===== src/rtl/mux2_stream_arb_pkg.sv =====
// Shared definitions for the 2-to-1 stream arbiter.
// Contents: default widths, source-select codes and a one-hot grant helper.
package mux2_stream_arb_pkg;

  localparam int unsigned DATA_W_DEF = 8;
  localparam int unsigned CNT_W_DEF  = 16;

  localparam logic SEL_IN0 = 1'b0;
  localparam logic SEL_IN1 = 1'b1;

  typedef logic [1:0] grant_t;

  // One-hot grant vector for a channel index.
  function automatic grant_t sel_onehot(input logic id);
    return (id == SEL_IN1) ? 2'b10 : 2'b01;
  endfunction

endpackage


===== src/rtl/mux2_stream_arb_rr_arb2.sv =====
// rr_arb2: combinational two-requester round-robin arbiter with packet lock.
// Ports:
//   req[1:0]  request vector (bit X = channel X valid)
//   prio      channel that wins when both request
//   lock      grant held to lock_id while set
//   lock_id   channel owning the lock
//   grant     one-hot (or zero) grant vector
module rr_arb2
  import mux2_stream_arb_pkg::*;
(
  input  logic   [1:0] req,
  input  logic         prio,
  input  logic         lock,
  input  logic         lock_id,
  output grant_t       grant
);

  // Lock overrides arbitration; otherwise tie goes to prio, single request wins.
  always_comb begin
    grant = 2'b00;
    if (lock) begin
      if (req[lock_id]) grant = sel_onehot(lock_id);
    end else if (req == 2'b11) begin
      grant = sel_onehot(prio);
    end else begin
      grant = req;
    end
  end

endmodule


===== src/rtl/mux2_stream_arb.sv =====
// mux2_stream_arb: merges two valid/ready channels into one registered sink
// channel with round-robin arbitration and saturating per-channel beat counters.
// Optional feature macro: MUX2_STREAM_ARB_PKT_LOCK_EN (packets never interleave).
// Ports:
//   clk, rst_n                     clock, async active-low reset
//   in0_valid/ready/data/last      source channel 0
//   in1_valid/ready/data/last      source channel 1
//   out_valid/ready/data/last      registered sink channel
//   out_sel                        source of current out beat (0 = in0, 1 = in1)
//   cnt0, cnt1                     accepted-beat counters, saturating
module mux2_stream_arb
  import mux2_stream_arb_pkg::*;
#(
  parameter int unsigned DATA_W = DATA_W_DEF,
  parameter int unsigned CNT_W  = CNT_W_DEF
) (
  input  logic              clk,
  input  logic              rst_n,
  input  logic              in0_valid,
  output logic              in0_ready,
  input  logic [DATA_W-1:0] in0_data,
  input  logic              in0_last,
  input  logic              in1_valid,
  output logic              in1_ready,
  input  logic [DATA_W-1:0] in1_data,
  input  logic              in1_last,
  output logic              out_valid,
  input  logic              out_ready,
  output logic [DATA_W-1:0] out_data,
  output logic              out_last,
  output logic              out_sel,
  output logic [CNT_W-1:0]  cnt0,
  output logic [CNT_W-1:0]  cnt1
);

  localparam logic [CNT_W-1:0] CNT_MAX = {CNT_W{1'b1}};

  logic   space_c;
  logic   prio;
  logic   lock;
  logic   lock_id;
  grant_t grant_c;
  logic   acc0_c;
  logic   acc1_c;
  logic   acc_c;
  logic   acc_id_c;
  logic   acc_last_c;

  rr_arb2 u_arb (
    .req     ({in1_valid, in0_valid}),
    .prio    (prio),
    .lock    (lock),
    .lock_id (lock_id),
    .grant   (grant_c)
  );

  // Output stage can take a beat when empty or draining this cycle.
  assign space_c   = ~out_valid | out_ready;
  assign in0_ready = space_c & grant_c[0] & rst_n;
  assign in1_ready = space_c & grant_c[1] & rst_n;

  assign acc0_c     = in0_valid & in0_ready;
  assign acc1_c     = in1_valid & in1_ready;
  assign acc_c      = acc0_c | acc1_c;
  assign acc_id_c   = acc1_c ? SEL_IN1 : SEL_IN0;
  assign acc_last_c = acc1_c ? in1_last : in0_last;

  // Output register, counters and round-robin pointer.
  always_ff @(posedge clk or negedge rst_n) begin
    if (!rst_n) begin
      out_valid <= 1'b0;
      out_data  <= '0;
      out_last  <= 1'b0;
      out_sel   <= SEL_IN0;
      cnt0      <= '0;
      cnt1      <= '0;
      prio      <= SEL_IN0;
    end else begin
      if (acc_c) begin
        out_valid <= 1'b1;
        out_data  <= acc1_c ? in1_data : in0_data;
        out_last  <= acc_last_c;
        out_sel   <= acc_id_c;
`ifdef MUX2_STREAM_ARB_PKT_LOCK_EN
        if (acc_last_c) prio <= ~acc_id_c;
`else
        prio <= ~acc_id_c;
`endif
      end else if (out_ready) begin
        out_valid <= 1'b0;
      end
      if (acc0_c && (cnt0 != CNT_MAX)) cnt0 <= cnt0 + CNT_W'(1);
      if (acc1_c && (cnt1 != CNT_MAX)) cnt1 <= cnt1 + CNT_W'(1);
    end
  end

`ifdef MUX2_STREAM_ARB_PKT_LOCK_EN
  // Lock grant to the source of an open packet until its last beat is taken.
  always_ff @(posedge clk or negedge rst_n) begin
    if (!rst_n) begin
      lock    <= 1'b0;
      lock_id <= SEL_IN0;
    end else if (acc_c) begin
      lock    <= ~acc_last_c;
      lock_id <= acc_id_c;
    end
  end
`else
  assign lock    = 1'b0;
  assign lock_id = SEL_IN0;
`endif

endmodule


===== config.mk =====
export PLATFORM = sky130hd
export DESIGN_NAME = mux2_stream_arb
export DESIGN_NICKNAME = d
export VERILOG_FILES = /design/src/rtl/mux2_stream_arb_pkg.sv /design/src/rtl/mux2_stream_arb_rr_arb2.sv /design/src/rtl/mux2_stream_arb.sv
export SDC_FILE = /design/constraint.sdc
export NUM_CORES = 1
export LEC_CHECK = 0
export ABC_AREA = 0
export BUFFER_PORTS_ARGS = -buffer_cell sky130_fd_sc_hd__buf_2
export CAP_MARGIN = 30
export CORE_ASPECT_RATIO = 0.5
export CORE_MARGIN = 2
export CORE_UTILIZATION = 50
export CTS_BUF_LIST = sky130_fd_sc_hd__clkbuf_4 sky130_fd_sc_hd__clkbuf_8 sky130_fd_sc_hd__clkbuf_16
export CTS_CLUSTER_SIZE = 10
export DETAILED_ROUTE_END_ITERATION = 10
export PLACE_DENSITY = 0.79
export SYNTH_ARGS = -nofsm -noshare
export SYNTH_HDL_FRONTEND = slang
export SYNTH_SLANG_ARGS = --single-unit
export TNS_END_PERCENT = 30

===== constraint.sdc =====
create_clock -name clk -period 2.6 [get_ports clk]
set_clock_uncertainty 0.15 [all_clocks]
set_input_delay 0.26 -clock clk [delete_from_list [all_inputs] [get_ports clk]]
set_output_delay 0.26 -clock clk [all_outputs]
set_load 0.01 [all_outputs]

==> run_results.csv <==
group,metric,value,unit
clock_tree,path_clk_slew,80,ps
yosys,syn_area_per_cell,10.2,um2
clock_tree,clock_path_buffers,2,
min_path,hold_start,"in1_valid",
drt,first_pass_iters,4,
finish,drive_gt1_share,31.8,%
clock_tree,htree_num_levels,2,
yosys,synth_edf_count,0,
yosys,synth_top_area_share,54.3,%
yosys,synth-warning-count,0,
global_routing,grt_pass1_wl,7320,um
worst_setup_path,cp.required,2630,ps
timing,finalCriticalPeriod,2120,ps
floorplan,rows,16,
finish,register_area,1100,um2
yosys,ys_seq_elements,44,
clock_tree,cts_inserted_buffers,5,
yosys,yosysTopAreaCell,"dfrtp_1",
yosys,synth.cell_area,2030,um2
min_path,min_path_type,"in2reg",
placement,numPortBuffers,67,
global_routing,grt_overflow,0,
drt,top_layer,"met4",
timing,tns,0,ps
placement,dp_hpwl,3240,um
clock_tree,clk_latency,290,ps
worst_setup_path,r2r-start,"cnt0[1]",
clock_tree,cts_setup_buffers,0,
power,ir_worst_vdd,0.369,mV
worst_setup_path,cp.arrival,2150,ps
timing,worstMarginPinSlew,507,ps
yosys,synth_area_leaders,"dfrtp_1 54%, xnor2_1 6.5%, nand2_1 6.1%",
yosys,ys.flop_type,"dfrtp_1",
finish,final_common_cell,"buf_2",
global_routing,grt_max_degree,30,
timing,relSlewSlack,66.0,%
drt,wl,4280,um
yosys,synthArstFlopShare,100,%
power,p_leak,1.29,nW
worst_setup_path,startpoint,"cnt0[1]",
drt,vias_per_cell,5.19,
drt,wl_met1,1790,um
clock_tree,cts_resized,0,
yosys,syn_inst,199,
floorplan,dieArea,4610,um2
timing,hold_slack,64.9,ps
finish,layout_common_cells,"67 x buf_2, 44 x dfrtp_1, 33 x nand2_1",
clock_tree,cts_tree,"built",
job,max_cap_violations,0,
power,powerDensity,786,nW/um2
finish,antenna-diode-count,0,
floorplan,ioPinCount,68,
drt,vias,1703,
drt,routed-wl-met2,2240,um
floorplan,core_area,3900,um2
floorplan,die_h,49.0,um
outcome,outcome,"completed",
finish,fillers,335,
drt,wire_per_inst,13.1,um
timing,final-hold-violation-count,0,
global_routing,grt_antenna_before_repair,0,
yosys,ys_types,32,
finish,syn2layout_area_growth,27.1,%
drt,drtIter0Drc,65,
timing,setup_viol,0,
clock_tree,root_buffer,"clkbuf_8",
timing,period_share,81.7,%
worst_setup_path,cp-start-kind,"register",
finish,multiInputGateArea,888,um2
finish,nets,298,
worst_setup_path,crit_type,"reg2reg",
clock_tree,clock-sinks,44,
floorplan,start_util,52.0,%
clock_tree,cts_hold_buf,1,
drt,post-route-drc-count,0,
drt,antenna_left,0,
floorplan,die_w,94.1,um
yosys,ys_seq_area_share,54.3,%
global_routing,grtUsageTotal,20.6,%
global_routing,grt_pass1_vias,1618,
worst_setup_path,critPathCaptureType,"register",
yosys,syn_nets,224,
placement,place.gp.congestion,0.857,
timing,grt_setup_unrepaired,"no",
drt,met3_length,206,um
worst_setup_path,worstPathMaxFanout,6,
timing,clock.fmax,471,MHz
timing,final_max_slew_viol_count,0,
## critical path, cell delays in order, from the launching register on
cell and delay [ps]:
dfrtp_1 410, ha_1 210, nand4_1 120, or4_1 550, and2_1 260, mux2_4 320
## path summary, 6_finish.rpt
| check | to | slack [ps] | cells past startpoint |
|---|---|---|---|
| min in group asynchronous | out_data[1] | 350 | 3 |
| hold / removal | prio | 60 | 2 |
| max in group asynchronous | cnt1[11] | 1640 | 3 |
| setup / recovery | cnt0[1] | 480 | 5 |
| setup reg to reg | cnt0[1] | 480 | 5 |
| hold reg to reg | out_sel | 340 | 2 |
## power by group
| part | internal, W | switching [W] |
|---|---|---|
| clock | 0.000339 | 0.000223 |
| combinational | 0.000234 | 0.000265 |
| sequential | 0.000824 | 0.000141 |
| total | 0.00140 | 0.000630 |
## cell usage after synthesis, drive strengths merged, types with 2 or more instances
library cell  count
a31oi            13
xnor2            15
clkbuf            4
nor4              3
and3              3
o21a              2
nor3              7
nand2b            3
mux2              3
nor2             18
dfrtp            44
ha                2
nand2            33
inv               5
nand4             9
xor2              9
a21oi             3
nand3            16
## layer usage
metal	track usage [%]	vias to the layer above
li1	-	838
met4	7.49	0
met3	5.56	5
met1	24.4	814
met5	0	-
met2	36.3	46
## registers in the layout, summed over array words and instances, names as in the netlist
register and cells:
cnt0 16, cnt1 16, out_data 8, out_last 1
out_sel 1, out_valid 1, prio 1
## cell type report
type | count | share of cell area, %
clock buffer | 7 | 3.74
clock inverter | 1 | 1.17
inverter | 5 | 0.728
multi-input combinational | 145 | 34.5
sequential | 44 | 42.7
tap | 54 | 2.62
timing repair buffer | 72 | 14.6
## per-stage QoR
step | power (W) | worst slack [ps] | cells | util (%) | cell area (um2)
2_1_floorplan | 0.00124 | 493 | 199 | - | 2030
3_3_place_gp | 0.00145 | 579 | 319 | 62.5 | 2440
3_5_place_dp | 0.00148 | 520 | 319 | 62.5 | 2440
4_1_cts | 0.00205 | 507 | 328 | 66.0 | 2580
5_1_grt | 0.00216 | 380 | 328 | 66.0 | 2580
6_report | 0.00203 | 477 | 328 | 66.0 | 2580
## cell families (layout without fill, tap and decap cells)
| logic type | after synthesis | count (layout) | synth area share [%] |
|---|---|---|---|
| AOI/OAI and AO/OA | 20 | 20 | 6.29 |
| xor gates and xnor gates | 24 | 24 | 10.4 |
| adders and majority gates | 2 | 2 | 1.23 |
| buffers and inverters | 10 | 85 | 1.91 |
| DFF | 44 | 44 | 54.3 |
| muxes | 3 | 3 | 1.85 |
| and+or+nand+nor | 96 | 96 | 24.1 |
Note: power is estimated with default switching activity, not from simulation.
